### src/rtl/shape_int_pkg.sv
// Shared widths, channel/state types and saturation limits for the shaping-integrator scheduler.
// Latency: none (types and constants only).
// Backpressure: not applicable.
package shape_int_pkg;
    localparam int N   = 16;
    localparam int NCH = 4;
    localparam int B1  = 1;
    localparam int CW  = $clog2(NCH);
    // Working width for tmp + D - y1 before clipping (two guard bits).
    localparam int SW  = N + 2;

    typedef logic signed [N-1:0] samp_t;
    typedef logic [CW-1:0]       chan_t;

    typedef struct packed {
        samp_t tmp;
        samp_t y1;
    } chan_state_t;

    localparam samp_t MPOS = {1'b0, {(N-1){1'b1}}};
    localparam samp_t MNEG = {1'b1, {(N-1){1'b0}}};

    function automatic logic signed [SW-1:0] sext(input samp_t v);
        return {{(SW-N){v[N-1]}}, v};
    endfunction
endpackage

### src/rtl/shape_int_sched_if.sv
// Sample-request, clear and result bundle between the front ends and the shared integrator.
// Latency: none (wiring only).
// Backpressure: in_ready grants per channel; the result side has none.
interface shape_int_sched_if;
    import shape_int_pkg::*;

    logic [NCH-1:0]   in_valid;
    logic [NCH-1:0]   in_ready;
    logic [NCH*N-1:0] in_data;
    logic             clr_req;
    chan_t            clr_ch;
    logic             out_valid;
    chan_t            out_ch;
    samp_t            out_data;

    modport master (
        output in_valid, in_data, clr_req, clr_ch,
        input  in_ready, out_valid, out_ch, out_data
    );

    modport slave (
        input  in_valid, in_data, clr_req, clr_ch,
        output in_ready, out_valid, out_ch, out_data
    );
endinterface

### src/rtl/shape_int_step.sv
// One shaping-integrator step: nudge a zero y1 toward tmp's sign, accumulate, clip, shift.
// Latency: combinational.
// Backpressure: none.
module shape_int_step
    import shape_int_pkg::*;
(
    input  samp_t d_i,
    input  samp_t tmp_i,
    input  samp_t y1_i,
    output samp_t tmp_o,
    output samp_t y1_o,
    output logic  sat_o
);
    localparam logic signed [SW-1:0] WMAX = {{(SW-N){1'b0}}, MPOS};
    localparam logic signed [SW-1:0] WMIN = {{(SW-N){1'b1}}, MNEG};

    logic signed [SW-1:0] y1_eff;
    logic signed [SW-1:0] sum;
    logic signed [SW-1:0] shr;
    logic                 tmp_clip;
    logic                 y1_clip;

    // Nudge, wide accumulate, clip tmp, then derive y1 from the clipped tmp.
    always_comb begin
        y1_eff = sext(y1_i);
        if (y1_i == '0 && tmp_i != '0) begin
            y1_eff = tmp_i[N-1] ? '1 : SW'(1);
        end
        sum = sext(tmp_i) + sext(d_i) - y1_eff;

        tmp_o    = sum[N-1:0];
        tmp_clip = 1'b0;
        if (sum > WMAX) begin
            tmp_o    = MPOS;
            tmp_clip = 1'b1;
        end else if (sum < WMIN) begin
            tmp_o    = MNEG;
            tmp_clip = 1'b1;
        end

        shr     = sext(tmp_o) >>> B1;
        y1_o    = shr[N-1:0];
        y1_clip = 1'b0;
        if (shr > WMAX) begin
            y1_o    = MPOS;
            y1_clip = 1'b1;
        end else if (shr < WMIN) begin
            y1_o    = MNEG;
            y1_clip = 1'b1;
        end

        sat_o = tmp_clip | y1_clip;
    end
endmodule

### src/rtl/shape_int_sched.sv
// Round-robin shared integrator for NCH channels; SHAPE_SCHED_SATCNT_EN adds per-channel clip counters.
// Latency: 2 cycles from transfer edge to out_valid; one grant per cycle, same channel never back-to-back.
// Backpressure: in_ready is a combinational one-hot grant; results are never stalled.
module shape_int_sched
    import shape_int_pkg::*;
(
    input  logic             C,
    input  logic             CLRn,
    shape_int_sched_if.slave io
`ifdef SHAPE_SCHED_SATCNT_EN
    ,
    output logic [NCH*8-1:0] sat_cnt
`endif
);
    chan_state_t    bank_q [NCH];
    chan_state_t    bank_d [NCH];
    chan_t          ptr_q, ptr_d;
    logic [NCH-1:0] last_q, last_d;
    logic [NCH-1:0] mask, elig, grant;
    logic           found;
    chan_t          gidx, idx;

    logic           s1_vld_q, s1_vld_d;
    chan_t          s1_ch_q, s1_ch_d;
    samp_t          s1_dat_q, s1_dat_d;
    logic           s2_vld_q, s2_vld_d;
    chan_t          s2_ch_q, s2_ch_d;
    samp_t          s2_dat_q, s2_dat_d;
    chan_state_t    s2_st_q, s2_st_d;
    logic           out_vld_q, out_vld_d;
    chan_t          out_ch_q, out_ch_d;
    samp_t          out_dat_q, out_dat_d;

    samp_t          tmp_n, y1_n;
    logic           sat_n;

    // Arbiter: search from ptr, skipping last cycle's grant (its write-back is still pending) and the channel being cleared.
    always_comb begin
        mask = last_q;
        if (io.clr_req) mask[io.clr_ch] = 1'b1;
        elig  = io.in_valid & ~mask;
        grant = '0;
        gidx  = '0;
        found = 1'b0;
        idx   = '0;
        for (int k = 0; k < NCH; k++) begin
            idx = chan_t'((int'(ptr_q) + k) % NCH);
            if (!found && elig[idx]) begin
                found       = 1'b1;
                gidx        = idx;
                grant[idx]  = 1'b1;
            end
        end
        if (!CLRn) begin
            grant = '0;
            found = 1'b0;
        end
        ptr_d  = found ? chan_t'((int'(gidx) + 1) % NCH) : ptr_q;
        last_d = grant;
    end

    assign io.in_ready = grant;

    shape_int_step u_step (
        .d_i   (s2_dat_q),
        .tmp_i (s2_st_q.tmp),
        .y1_i  (s2_st_q.y1),
        .tmp_o (tmp_n),
        .y1_o  (y1_n),
        .sat_o (sat_n)
    );

    // Pipeline: S1 captures the sample, S2 captures the bank read, the output stage takes the step result.
    always_comb begin
        s1_vld_d  = found;
        s1_ch_d   = gidx;
        s1_dat_d  = io.in_data[int'(gidx)*N +: N];
        s2_vld_d  = s1_vld_q;
        s2_ch_d   = s1_ch_q;
        s2_dat_d  = s1_dat_q;
        s2_st_d   = bank_q[s1_ch_q];
        out_vld_d = s2_vld_q;
        out_ch_d  = s2_vld_q ? s2_ch_q : out_ch_q;
        out_dat_d = s2_vld_q ? tmp_n   : out_dat_q;
    end

    // State bank: S2 write-back, then a clear on the same channel overrides it.
    always_comb begin
        bank_d = bank_q;
        if (s2_vld_q) bank_d[s2_ch_q] = '{tmp: tmp_n, y1: y1_n};
        if (io.clr_req) bank_d[io.clr_ch] = '0;
    end

    // All scheduler, pipeline and bank registers.
    always_ff @(posedge C or negedge CLRn) begin
        if (!CLRn) begin
            ptr_q     <= '0;
            last_q    <= '0;
            s1_vld_q  <= 1'b0;
            s1_ch_q   <= '0;
            s1_dat_q  <= '0;
            s2_vld_q  <= 1'b0;
            s2_ch_q   <= '0;
            s2_dat_q  <= '0;
            s2_st_q   <= '0;
            out_vld_q <= 1'b0;
            out_ch_q  <= '0;
            out_dat_q <= '0;
            for (int i = 0; i < NCH; i++) bank_q[i] <= '0;
        end else begin
            ptr_q     <= ptr_d;
            last_q    <= last_d;
            s1_vld_q  <= s1_vld_d;
            s1_ch_q   <= s1_ch_d;
            s1_dat_q  <= s1_dat_d;
            s2_vld_q  <= s2_vld_d;
            s2_ch_q   <= s2_ch_d;
            s2_dat_q  <= s2_dat_d;
            s2_st_q   <= s2_st_d;
            out_vld_q <= out_vld_d;
            out_ch_q  <= out_ch_d;
            out_dat_q <= out_dat_d;
            bank_q    <= bank_d;
        end
    end

    assign io.out_valid = out_vld_q;
    assign io.out_ch    = out_ch_q;
    assign io.out_data  = out_dat_q;

`ifdef SHAPE_SCHED_SATCNT_EN
    logic [7:0] cnt_q [NCH];
    logic [7:0] cnt_d [NCH];

    // Count clipped steps per channel, sticking at 255; a clear for the channel wins.
    always_comb begin
        cnt_d = cnt_q;
        if (s2_vld_q && sat_n && cnt_q[s2_ch_q] != 8'hFF) begin
            cnt_d[s2_ch_q] = cnt_q[s2_ch_q] + 8'd1;
        end
        if (io.clr_req) cnt_d[io.clr_ch] = '0;
    end

    // Clip counter registers.
    always_ff @(posedge C or negedge CLRn) begin
        if (!CLRn) begin
            for (int i = 0; i < NCH; i++) cnt_q[i] <= '0;
        end else begin
            cnt_q <= cnt_d;
        end
    end

    // Flatten the counters onto the output bus.
    always_comb begin
        sat_cnt = '0;
        for (int i = 0; i < NCH; i++) sat_cnt[i*8 +: 8] = cnt_q[i];
    end
`else
    // Without counters the clip flag has no consumer.
    logic unused_sat;
    assign unused_sat = sat_n;
`endif
endmodule
### src/flat_wrapper.sv
// flat-port wrapper written by rule: the top's interface ports become plain ports
module shape_int_sched_flat import shape_int_pkg::*;
  (C, CLRn, io_in_valid, io_in_data, io_clr_req, io_clr_ch, io_in_ready, io_out_valid, io_out_ch, io_out_data);
  shape_int_sched_if io_i ();
  input  logic C;
  input  logic CLRn;
  input wire logic [$bits(io_i.in_valid)-1:0] io_in_valid;
  input wire logic [$bits(io_i.in_data)-1:0] io_in_data;
  input wire logic [$bits(io_i.clr_req)-1:0] io_clr_req;
  input wire logic [$bits(io_i.clr_ch)-1:0] io_clr_ch;
  output wire logic [$bits(io_i.in_ready)-1:0] io_in_ready;
  output wire logic [$bits(io_i.out_valid)-1:0] io_out_valid;
  output wire logic [$bits(io_i.out_ch)-1:0] io_out_ch;
  output wire logic [$bits(io_i.out_data)-1:0] io_out_data;
  assign io_i.in_valid = io_in_valid;
  assign io_i.in_data = io_in_data;
  assign io_i.clr_req = io_clr_req;
  assign io_i.clr_ch = io_clr_ch;
  assign io_in_ready = io_i.in_ready;
  assign io_out_valid = io_i.out_valid;
  assign io_out_ch = io_i.out_ch;
  assign io_out_data = io_i.out_data;
  shape_int_sched u_core (.C(C), .CLRn(CLRn), .io(io_i));
endmodule
### config.mk
export PLATFORM = sky130hd
export DESIGN_NAME = shape_int_sched_flat
export DESIGN_NICKNAME = d
export VERILOG_FILES = /design/src/rtl/shape_int_pkg.sv /design/src/rtl/shape_int_sched_if.sv /design/src/rtl/shape_int_step.sv /design/src/rtl/shape_int_sched.sv /design/src/flat_wrapper.sv
export SDC_FILE = /design/constraint.sdc
export NUM_CORES = 1
export LEC_CHECK = 0
export BUFFER_PORTS_ARGS = -buffer_cell sky130_fd_sc_hd__buf_2
export CAP_MARGIN = 10
export CORE_MARGIN = 8
export CORE_UTILIZATION = 54
export DETAILED_ROUTE_END_ITERATION = 16
export PLACE_DENSITY = 0.76
export SETUP_SLACK_MARGIN = 0.2
export SLEW_MARGIN = 20
export SYNTH_ARGS = -nofsm -noshare
export SYNTH_HDL_FRONTEND = slang
export SYNTH_SLANG_ARGS = --single-unit
export TNS_END_PERCENT = 100
### constraint.sdc
create_clock -name C -period 4.5 [get_ports C]
set_input_delay 0.45 -clock C [delete_from_list [all_inputs] [get_ports C]]
set_output_delay 0.45 -clock C [all_outputs]
set_load 0.01 [all_outputs]
Word-level counts from Yosys, hierarchy flattened --
Index checks and enable logic that the tools add are counted.
Operators by class: add/sub/neg operators 6, order comparisons 19, shift-type cells 1, multiplexer cells 49, bitwise gates (word level) 11, reductions and logical operators 16
Operators with widths (number):
- 2-to-1 mux 128 bit | 2
- AND 128 bit | 1
- bitwise mux 128 bit | 1
- demux 32 bit (select 2 bit) | 2
- 2-to-1 mux 32 bit | 4
- NOT 128 bit | 1
- binary-select mux 32 bit (select 2 bit) | 1
- 2-to-1 mux 16 bit | 4
- variable part select 64 x 7 -> 16 bit | 1
- 2-to-1 mux 18 bit | 2
- 2-to-1 mux 4 bit | 6
- > comparator 18 x 16 -> 1 bit (second input constant) | 1
- < comparator 18 x 16 -> 1 bit (second input constant) | 1
- subtractor 17 x 18 -> 18 bit | 1
- adder 16 x 16 -> 17 bit | 1
- > comparator 15 x 16 -> 1 bit (second input constant) | 1
- zero test 16 bit | 1
- < comparator 15 x 16 -> 1 bit (second input constant) | 1
- OR 4 bit | 4
- nonzero test 16 bit | 1
- < comparator 2 x 3 -> 1 bit (second input constant) | 5
- 2-to-1 mux 1 bit | 14
- logical AND 1 bit | 11
- demux 1 bit (select 2 bit) | 5
- 11 further kinds | 30
Word-level totals: register bits after elaboration 223, logic and storage cells 123

Longest topological paths before layout --
Gate-level depths: netlist of the first run.
depth in word-level cells 21, depth in mapped cells 19, mapped depth without buffers 17

Hierarchy --
From an unflattened synthesis of the first run, not the netlist that was laid out.
Second synthesis, totals: cell total of the unflattened synthesis 1126, area, all modules 11562.3 sq um
By module, submodules not included:
- shape_int_sched | instances 1, cells an instance 901, area an instance 9775.6 sq um
- shape_int_step | instances 1, cells an instance 225, area an instance 1786.7 sq um

Worst setup path before layout of the first run --
OpenSTA, ideal clock, no wires.
path type register to register, from register u_core.s2_st_q[5] (netlist bit), to register u_core.bank_q[102] (netlist bit), library setup time 141 ps, arrival 4194 ps, required time 4359 ps, slack 165 ps, stages on the path, launching flop included 18, path buffers 2, clock period less this slack 4335 ps, path through dfrtp_1 -> nor4_1 -> nand4_1 -> a41oi_1 -> and2_1 -> buf_1 -> nor2_1 -> fa_1 -> ha_1 -> a21oi_1 -> nand2_1 -> o22ai_1 -> o21ai_0 -> xnor2_1 -> o21ai_0 -> buf_2 -> a21oi_1 -> o21ai_0
RTL lines:
- start, declared | line shape_int_sched.sv:29 | chan_state_t s2_st_q, s2_st_d;
- start signal, assigned | line shape_int_sched.sv:119 | s2_st_q <= s2_st_d;
- end signal, assigned | line shape_int_sched.sv:123 | bank_q <= bank_d;
- end, declared | line shape_int_sched.sv:15 | chan_state_t bank_q [NCH];

==> impl_metrics.json, run 1 <==
{
  "outcome": "finished clean",
  "crit_arrival_ns": 4.89,
  "yosys_warnings": 0,
  "grt_pass1_vias": 9205,
  "async_reset_ff_share_pct": 100.0,
  "die_height_um": 158.2,
  "slowest_stage": "fa_1",
  "yosysSeqAreaShare_pct": 51.11,
  "rsz0062_at_grt": "true",
  "hold_viol_final": 0,
  "dp_hpwl_um": 19800,
  "root_buffer": "clkbuf_16",
  "grt.overflow.total": 0,
  "drt-pass1-iter-count": 8,
  "wirelength_um": 33930,
  "worstMarginPinSlew_ns": 1.030,
  "synth-seq-cells": 223,
  "port_buffers": 95,
  "drcViolationCount": 0,
  "critPathBufInv": 5,
  "endpoint_kind": "register",
  "numCtsBuffers": 23,
  "grt_pass1_wl_um": 48720,
  "critPathRequiredTime_ns": 4.91,
  "clock_skew_ns": 0.01417,
  "cts_tree": "built",
  "fin_tns_setup_ns": 0,
  "synthFlopType": "dfrtp_1",
  "critPathLaunchType": "register",
  "path_max_fanout": 7,
  "vias_per_cell": 6.320,
  "diodes": 0,
  "slowest_delay_ns": 0.49,
  "synthCells": 1010,
  "h-tree-depth": 1,
  "syn_avg_cell_area_um2": 10.81,
  "fin_nets": 1287,
  "gp_congestion": 0.8984,
  "syn2layout_area_growth_pct": 31.43,
  "place_inst": 1380,
  "cts.path.max_buffers": 3,
  "die_area_um2": 25020,
  "rows": 52,
  "postRouteAntennaNets": 0,
  "hold_class": "primary input to register",
  "drive_gt1_share_pct": 38.16,
  "core_um2": 20040,
  "final_util_pct": 71.61,
  "min_period_ns": 4.479,
  "ios": 96,
  "synth_cell_types": 62,
  "finalCritPeriodShare_pct": 99.54,
  "drv_cap": 0,
  "clk-insertion-delay-late_ns": 0.51,
  "worstSetupPathType": "register to register",
  "fmax_mhz": 223.2,
  "relSlewSlack_pct": 30.85,
  "start_util_pct": 54.48,
  "final_cells": 1457,
  "wl_per_cell_um": 23.29,
  "grt_max_degree": 165,
  "clock_sinks": 223,
  "syn_area_um2": 10920,
  "synth_edf_count": 0,
  "vias": 9208,
  "clkTransAtPathRegs_ns": 0.07,
  "cp_common_cell": "buf_4",
  "final-max-slew-violation-count": 0,
  "dieWidth_um": 158.2,
  "drt-initial-drc-count": 904,
  "gr-usage-all-layers_pct": 25.04,
  "antenna_found_initial": 3,
  "crit_family": "simple AND/OR/NAND/NOR gates",
  "path_cells": "nor4_1 -> nand4_1 -> a41oi_2 -> and2_4 -> buf_6 -> buf_4 -> nor2_2 -> fa_1 -> ha_4 -> buf_6 -> nand4_1 -> a21oi_1 -> o21ai_1 -> nand3b_1 -> nand3_4 -> buf_4 -> o21ai_1 -> buf_4 -> nand3_2 -> a21oi_1",
  "finalSetupViolCount": 0,
  "synth_nets": 1125
}
-- timing repair --
action                                  4_1_cts  5_1_grt
endpoints found under the setup margin      143      148
hold buffers                                  1        0
gates resized for setup                     109      123
cloned                                        5        6
buffers inserted                             13       12
endpoints found under the hold margin        59        0
pin swaps                                    31       91
-- cell type report --
class,count,area (um2)
clock buffers,32,649.4
clock inverters,8,51.30
inverters,33,123.9
flip-flops and latches,223,5583
well taps,270,337.8
multi-input cells,688,6032
fillers,1280,5689
repair buffers,203,1573
-- logic make-up (layout without fill, tap and decap cells) --
family	Yosys count	in the layout	share of synthesized area (%)
fa+ha+maj	42	42	5.913
mux	50	50	8.377
xor+xnor	14	14	1.123
compound gates	335	336	18.90
simple gates	245	246	10.69
buf+inv	101	276	3.885
flops	223	223	51.11
-- worst reg2reg max path, stage by stage (launching register included) --
cell and delay (ns):
dfrtp_1 0.40, nor4_1 0.39, nand4_1 0.16, a41oi_2 0.24, and2_4 0.21, buf_6 0.13
buf_4 0.12, nor2_2 0.05, fa_1 0.49, ha_4 0.30, buf_6 0.11, nand4_1 0.16
a21oi_1 0.21, o21ai_1 0.08, nand3b_1 0.21, nand3_4 0.19, buf_4 0.24, o21ai_1 0.18
buf_4 0.19, nand3_2 0.10, a21oi_1 0.24
-- Yosys cell counts, types with 4 or more instances --
| cell type | instances | area [um2] |
|---|---|---|
| dfrtp_1 | 223 | 5580 |
| nor2_1 | 110 | 412.9 |
| a21oi_1 | 106 | 530.5 |
| o21ai_0 | 106 | 530.5 |
| nand2_1 | 50 | 187.7 |
| clkbuf_1 | 45 | 168.9 |
| a211oi_1 | 43 | 322.8 |
| inv_1 | 33 | 123.9 |
| mux4_2 | 33 | 743.2 |
| ha_1 | 26 | 325.3 |
| nor2b_1 | 19 | 118.9 |
| fa_1 | 16 | 320.3 |
| mux2i_1 | 16 | 160.2 |
| o21a_1 | 13 | 97.59 |
| a211oi_2 | 12 | 150.1 |
| nand3_1 | 11 | 55.05 |
| nor4_1 | 10 | 62.56 |
| buf_2 | 9 | 45.04 |
| o31ai_1 | 9 | 67.56 |
| or2_2 | 9 | 56.30 |
| buf_1 | 8 | 30.03 |
| nand3b_1 | 8 | 60.06 |
| xor2_1 | 8 | 70.07 |
| a31oi_1 | 7 | 43.79 |
| xnor2_1 | 6 | 52.55 |
| nor3b_1 | 5 | 37.54 |
| a21boi_0 | 4 | 30.03 |
| a21o_1 | 4 | 30.03 |
| a222oi_1 | 4 | 40.04 |
| nor3_1 | 4 | 20.02 |
-- stage by stage --
step / setup slack (ns) / hold WS (ns) / area [um2]
finish: 0.02052 / 0.2174 / 14350
global route: -0.1813 / 0.2365 / 14350
CTS: 0.1662 / 0.2113 / 13550
detailed placement: -0.2416 / 0.3356 / 12100
global placement: -0.1402 / 0.3328 / 12100
floorplan: 0.2313 / 0.1544 / 10930
-- metal layers --
layer	vias up	share of wire [%]	GRT usage, %
met5	-	0.11	0
met4	6	3.6	9.744
met3	105	9.2	5.214
met2	490	50	40.74
met1	4649	37	32.46
li1	3958	-	-
-- sequential cells by signal, summed over array words and instances, names as in the netlist --
register and flops:
u_core.bank_q 128, u_core.s2_st_q 32, u_core.io.out_data 16, u_core.s1_dat_q 16, u_core.s2_dat_q 16, u_core.last_q 4
u_core.io.out_ch 2, u_core.ptr_q 2, u_core.s1_ch_q 2, u_core.s2_ch_q 2, u_core.io.out_valid 1, u_core.out_vld_d 1
u_core.s1_vld_q 1
-- cells in the final DEF (no fill, tap or decap), types with 5 or more instances in the layout --
| master | synthesis | layout |
|---|---|---|
| nor2_2 | 1 | 6 |
| buf_12 | 0 | 9 |
| mux4_2 | 33 | 33 |
| clkinv_2 | 0 | 5 |
| buf_4 | 3 | 79 |
| o31ai_2 | 0 | 6 |
| o21ai_4 | 0 | 5 |
| buf_2 | 9 | 94 |
| ha_4 | 0 | 11 |
| nand3b_1 | 8 | 8 |
| a211oi_4 | 0 | 13 |
| a211oi_1 | 43 | 8 |
| xor2_1 | 8 | 6 |
| nor2_4 | 0 | 5 |
| nor4_1 | 10 | 5 |
| mux2i_1 | 16 | 16 |
| nand3_1 | 11 | 8 |
| fa_1 | 16 | 15 |
| a21oi_1 | 106 | 80 |
| o21ai_2 | 0 | 11 |
| buf_6 | 3 | 13 |
| dfrtp_1 | 223 | 221 |
| or2_2 | 9 | 7 |
| clkbuf_1 | 45 | 5 |
| a211oi_2 | 12 | 34 |
| nor2_1 | 110 | 101 |
| o21ai_0 | 106 | 85 |
| nor2b_1 | 19 | 17 |
| o21ai_1 | 1 | 6 |
| o21a_1 | 13 | 13 |
| a21oi_2 | 3 | 19 |
| a21oi_4 | 0 | 11 |
| inv_1 | 33 | 31 |
| clkbuf_16 | 0 | 26 |
| nand2_1 | 50 | 47 |
| ha_1 | 26 | 13 |
-- final timing paths --
path | depth (start not counted) | end | slack [ns] | start
max | 20 | u_core.bank_q[9]$_DFF_PN0_ | 0.02 | u_core.s2_st_q[5]$_DFF_PN0_
max reg2reg | 20 | u_core.bank_q[9]$_DFF_PN0_ | 0.02 | u_core.s2_st_q[5]$_DFF_PN0_
min | 3 | u_core.s1_dat_q[7]$_DFF_PN0_ | 0.22 | io_in_data[55]
min in group asynchronous | 2 | u_core.bank_q[33]$_DFF_PN0_ | 0.47 | CLRn
min reg2reg | 0 | u_core.s2_dat_q[15]$_DFF_PN0_ | 0.34 | u_core.s1_dat_q[15]$_DFF_PN0_
max in group asynchronous | 3 | u_core.io.out_data[8]$_DFFE_PN0P_ | 2.76 | CLRn
Power of run 1 is left out: the tool's default activity adds up to more than one toggle a clock period on the data nets, which glitch-free logic cannot reach.
==> inputs of run 2 (changes only) <==
CORE_UTILIZATION = 56   (was 54)
CTS_BUF_LIST = sky130_fd_sc_hd__clkbuf_8   (was unset)
PLACE_DENSITY = 0.79   (was 0.76)
==> run 2 against run 1 <==
Sequential share of layout area up 1.9 points. Largest cell class is now flip-flops and latches. First-iteration DRC count down 8.2%. Routed wire length down 4.2%. Global-route usage about the same. Clock skew down 0.0015 ns. Critical path type unchanged. Fmax up 1.7%. The flow now finishes with violations (negative hold slack). Final cell count down 0.48%. Count of clock-buffer cells in the layout up 13. Register-to-register slack better by 0.08 ns. Non-clock buffer count down 18. Critical endpoint is now u_core.bank_q[1]$_DFF_PN0_.
==> impl_metrics.json, run 2 (synthesized netlist as in run 1, its figures left out) <==
{
  "grt_pass1_vias": 8995,
  "syn2layout_area_growth_pct": 25.28,
  "clkTransAtPathRegs_ns": 0.06,
  "n_fill_cell": 1282,
  "finalCritPeriodShare_pct": 97.85,
  "largest-register": "u_core.bank_q",
  "drv_cap": 0,
  "die_area_um2": 24220,
  "outcome": "finished with violations",
  "ctsHoldBuffers": 0,
  "grt_pass1_wl_um": 47500,
  "hold_class": "primary input to async pin",
  "cts_tree": "built",
  "fmax_mhz": 227.1,
  "multi_input_area_um2": 5569,
  "wl_per_cell_um": 22.42,
  "gp_congestion": 0.9372,
  "critPathRequiredTime_ns": 4.89,
  "final_common_cell": "dfrtp_1",
  "final_cell_mix": "dfrtp_1, nor2_1, o21ai_0, a21oi_1, buf_2",
  "rows": 51,
  "seqCellArea_um2": 5583,
  "clk-insertion-delay-late_ns": 0.53,
  "postRouteAntennaNets": 0,
  "slowest_delay_ns": 0.47,
  "antenna_found_initial": 0,
  "core_um2": 19270,
  "start_util_pct": 56.65,
  "min_period_ns": 4.403,
  "drcViolationCount": 0,
  "cts.path.max_buffers": 3,
  "path_cells": "nor4_2 -> nand4_1 -> a41oi_2 -> and2_4 -> buf_6 -> nor2_1 -> fa_1 -> ha_1 -> a21o_1 -> a2111oi_4 -> a22oi_2 -> a31oi_4 -> buf_6 -> a21oi_4 -> buf_12 -> buf_16 -> buf_8 -> a211oi_4 -> nor2_1",
  "wirelength_um": 32510,
  "relSlewSlack_pct": 18.78,
  "slowest_stage": "dfrtp_1",
  "vias_per_cell": 6.277,
  "vias": 9101,
  "root_buffer": "clkbuf_8",
  "hold-worst-slack_ns": -0.01341,
  "h-tree-depth": 2,
  "gr-usage-all-layers_pct": 25.04,
  "numCtsBuffers": 36,
  "dieWidth_um": 155.6,
  "finalSetupViolCount": 0,
  "rsz0062_at_grt": "true",
  "worstMarginPinSlew_ns": 1.210,
  "failed_checks": "negative hold slack",
  "final-max-slew-violation-count": 0,
  "reg.largest.list": "u_core.bank_q (128), u_core.s2_st_q (32)",
  "drt-initial-drc-count": 830,
  "fin_nets": 1280,
  "critPathLaunchType": "register",
  "crit_arrival_ns": 4.80,
  "diodes": 0,
  "worstSetupPathType": "register to register",
  "ios": 96,
  "grt_max_degree": 122,
  "die_height_um": 155.6,
  "hold_viol_final": 16,
  "clock_skew_ns": 0.01264,
  "rr_worst_depth": 19,
  "drive_gt1_share_pct": 33.84,
  "grt.overflow.total": 0,
  "clock_sinks": 223,
  "largest_register_ff_count": 128,
  "endpoint_kind": "register",
  "port_buffers": 95,
  "final_util_pct": 70.98,
  "dp_hpwl_um": 19670,
  "path_max_fanout": 7,
  "drt-pass1-iter-count": 5
}
[run 2: path summary, 6_finish.rpt]
check                                               from                       endpoint  slack, ns
max reg2reg                  u_core.s2_st_q[3]$_DFF_PN0_     u_core.bank_q[1]$_DFF_PN0_        0.1
min reg2reg                u_core.s1_dat_q[13]$_DFF_PN0_  u_core.s2_dat_q[13]$_DFF_PN0_       0.34
min                                                 CLRn    u_core.bank_q[83]$_DFF_PN0_      -0.01
max                          u_core.s2_st_q[3]$_DFF_PN0_     u_core.bank_q[1]$_DFF_PN0_        0.1
min in group C                            io_in_data[62]  u_core.s1_dat_q[14]$_DFF_PN0_       0.21
max in group asynchronous                           CLRn    u_core.ptr_q[0]$_DFFE_PN0P_       3.38
[run 2: cell type report]
cell class	instances	area share, %
Tap cell	265	2.424
Multi-Input combinational cell	686	40.72
Clock buffer	45	4.528
Timing Repair Buffer	185	10.03
Inverter	33	0.9056
Clock inverter	13	0.5854
Sequential cell	223	40.82
[run 2: through the flow]
stage                TNS, ns  hold WS, ns  worst slack, ns  instances  instance area (um2)
floorplan                  0       0.1544           0.2313       1010                10930
global placement           0       0.3349          0.01088       1368                12050
detailed placement  -0.03601       0.3347         -0.01650       1368                12050
CTS                        0      0.01610           0.1983       1438                13120
global route         -0.1844      0.05189         -0.03401       1450                13680
finish                     0     -0.01341          0.09679       1450                13680
[run 2: layer usage]
| layer | wire length (um) | GRT usage, % | vias up | part of all wire (%) |
|---|---|---|---|---|
| met5 | 0 | 0 | - | 0 |
| met4 | 1189 | 10.49 | 0 | 3.7 |
| met3 | 2912 | 4.488 | 122 | 9.0 |
| met2 | 16440 | 41.90 | 499 | 51 |
| met1 | 11970 | 31.67 | 4526 | 37 |
| li1 | - | - | 3954 | - |
[run 2: repair_timing]
item / CTS / global route
endpoints found under the setup margin: 137 / 147
gates resized for setup: 55 / 88
setup buffers: 9 / 11
pin swaps: 14 / 50
gates cloned: 3 / 1
[run 2: critical path, delay by kind of cell (launching register included)]
family                   cells  cell delay (ns)
AO/OA/AOI/OAI                7             1.42
adder cells (fa/ha/maj)      2             0.78
buffers and inverters        5             0.69
flip-flops                   1             0.47
AND/OR/NAND/NOR              5             0.89
Power of run 2 is left out for the same reason.
==> inputs of run 3 (changes only) <==
CORE_UTILIZATION = 35   (was 56)
PLACE_DENSITY = unset   (was 0.79)
==> run 3 against run 2 <==
The flow now finishes without violations. Highest routed layer unchanged. Largest cell class is now multi-input combinational cells. First-iteration DRC count shrank 28%. Worst setup slack improved by 0.12 ns. Sequential cell count unchanged. Routed wire length rose by 0.59%. Fmax grew 2.9%. Count of clock-buffer cells in the layout up 1. Clock skew up 0.017 ns.
==> impl_metrics.json, run 3 (synthesized netlist as in run 1, its figures left out) <==
{
  "core_um2": 30670,
  "h-tree-depth": 2,
  "die_height_um": 192.6,
  "dp_hpwl_um": 21180,
  "postRouteAntennaNets": 0,
  "final_cell_mix": "dfrtp_1, nor2_1, buf_2, o21ai_0, buf_4",
  "grt.met1_usage_pct": 21.97,
  "fin_nets": 1307,
  "drt-pass1-iter-count": 5,
  "pre_cts_slack_ns": -0.1200,
  "port_buffers": 95,
  "place_area_um2": 12380,
  "hold_viol_final": 0,
  "largest-register": "u_core.bank_q",
  "numCtsBuffers": 36,
  "cts.path.max_buffers": 3,
  "finalSetupViolCount": 0,
  "worstSetupPathType": "register to register",
  "grt_pass1_wl_um": 49200,
  "grt_use_met3_pct": 3.144,
  "final_common_cell": "dfrtp_1",
  "vias": 8799,
  "r2r-start": "u_core.s2_st_q[27]$_DFF_PN0_",
  "hold_class": "primary input to register",
  "clk-insertion-delay-late_ns": 0.54,
  "endpoint_kind": "register",
  "grtUsageMet2_pct": 28.53,
  "finalCritPeriodShare_pct": 95.13,
  "crit_arrival_ns": 4.72,
  "worstHoldEndpoint": "u_core.s1_dat_q[10]$_DFF_PN0_",
  "r2r_setup_slack_ns": 0.22,
  "reg.largest.list": "u_core.bank_q (128), u_core.s2_st_q (32)",
  "drcViolationCount": 0,
  "syn2layout_area_growth_pct": 32.05,
  "root_buffer": "clkbuf_8",
  "finalInstanceArea_um2": 14420,
  "ios": 96,
  "n_fill_cell": 2784,
  "grt.busiest_layer": "met2",
  "multi_input_area_um2": 5768,
  "whs_path_depth": 3,
  "clkTransAtPathRegs_ns": 0.06,
  "hp-start": "io_in_data[58]",
  "wl_per_cell_um": 20.29,
  "largest_register_ff_count": 128,
  "fmax_mhz": 233.6,
  "grt_pass1_vias": 8835,
  "clock_sinks": 223,
  "grt.overflow.total": 0,
  "gp_congestion": 0.8740,
  "vias_per_cell": 5.458,
  "rsz0062_at_grt": "true",
  "worstMarginPinSlew_ns": 1.395,
  "wirelength_um": 32710,
  "start_util_pct": 35.60,
  "setup_slack_ns": 0.2193,
  "min_period_ns": 4.281,
  "seqCellArea_um2": 5583,
  "relSlewSlack_pct": 6.314,
  "antenna_found_initial": 0,
  "rr_worst_depth": 21,
  "die_area_um2": 37100,
  "grt_max_degree": 96,
  "critPathRequiredTime_ns": 4.94,
  "clock_skew_ns": 0.02926,
  "critPathLaunchType": "register",
  "final-max-slew-violation-count": 0,
  "gr-usage-all-layers_pct": 16.86,
  "drt-initial-drc-count": 594,
  "outcome": "finished clean",
  "rows": 64,
  "path_max_fanout": 9,
  "r2r-end": "u_core.bank_q[118]$_DFF_PN0_",
  "cts_tree": "built",
  "drive_gt1_share_pct": 37.09,
  "diodes": 0,
  "drv_cap": 0,
  "dieWidth_um": 192.6
}
run 3: worst max-delay path: stages (launching register included):
cell and delay [ns]:
dfrtp_1 0.39, nor4_2 0.29, buf_4 0.16, a41oi_2 0.10
and2_4 0.21, buf_6 0.13, or2_2 0.28, fa_1 0.48
inv_1 0.09, ha_4 0.32, nand2_1 0.10, o21bai_1 0.19
nand2_1 0.14, o2bb2ai_2 0.17, nand3_2 0.13, buf_6 0.15
a21oi_4 0.19, buf_6 0.16, buf_4 0.12, nor3_4 0.04
buf_12 0.15, a211oi_2 0.20
run 3: metrics by stage:
stage,instances,TNS (ns),util [%],hold slack [ns]
final,1612,0,47.01,0.2171
after global routing,1612,0,47.01,0.2330
after floorplan,1010,0,-,0.1544
after detailed placement,1515,-1.836,40.35,0.3347
after CTS,1595,0,44.77,0.1868
after global placement,1515,-0.007642,40.35,0.3343
run 3: how the worst max path moves through the flow:
stage                                   end                         start  slack, ns
6_report       u_core.bank_q[118]$_DFF_PN0_  u_core.s2_st_q[27]$_DFF_PN0_       0.22
5_1_grt        u_core.bank_q[118]$_DFF_PN0_  u_core.s2_st_q[15]$_DFF_PN0_      0.002
4_1_cts        u_core.bank_q[118]$_DFF_PN0_  u_core.s2_st_q[30]$_DFF_PN0_       0.17
3_5_place_dp    u_core.bank_q[68]$_DFF_PN0_  u_core.s2_st_q[27]$_DFF_PN0_      -0.12
3_3_place_gp   u_core.bank_q[101]$_DFF_PN0_  u_core.s2_st_q[27]$_DFF_PN0_     -0.003
2_1_floorplan  u_core.bank_q[106]$_DFF_PN0_   u_core.s2_st_q[5]$_DFF_PN0_       0.23
run 3: per-layer routing:
metal | up-vias | wire length [um]
li1 | 3996 | -
met1 | 4485 | 13780
met2 | 271 | 16530
met3 | 47 | 1835
met4 | 0 | 554
met5 | - | 0
run 3: final cells by class:
| class | instances | area share, % |
|---|---|---|
| repair buffers | 211 | 11.84 |
| flip-flops and latches | 223 | 38.72 |
| inverters | 33 | 0.8852 |
| multi-input cells | 687 | 40.01 |
| well taps | 396 | 3.437 |
| clock buffers | 46 | 4.391 |
| clock inverters | 16 | 0.7203 |
run 3: timing repair:
item | CTS | global route
gates cloned | 5 | 5
endpoints found under the hold margin | 88 | 0
setup endpoints to repair | 136 | 147
resized for setup | 84 | 105
buffers inserted | 12 | 12
hold buffers | 1 | 0
pin swaps | 19 | 61
Power of run 3 is left out for the same reason.
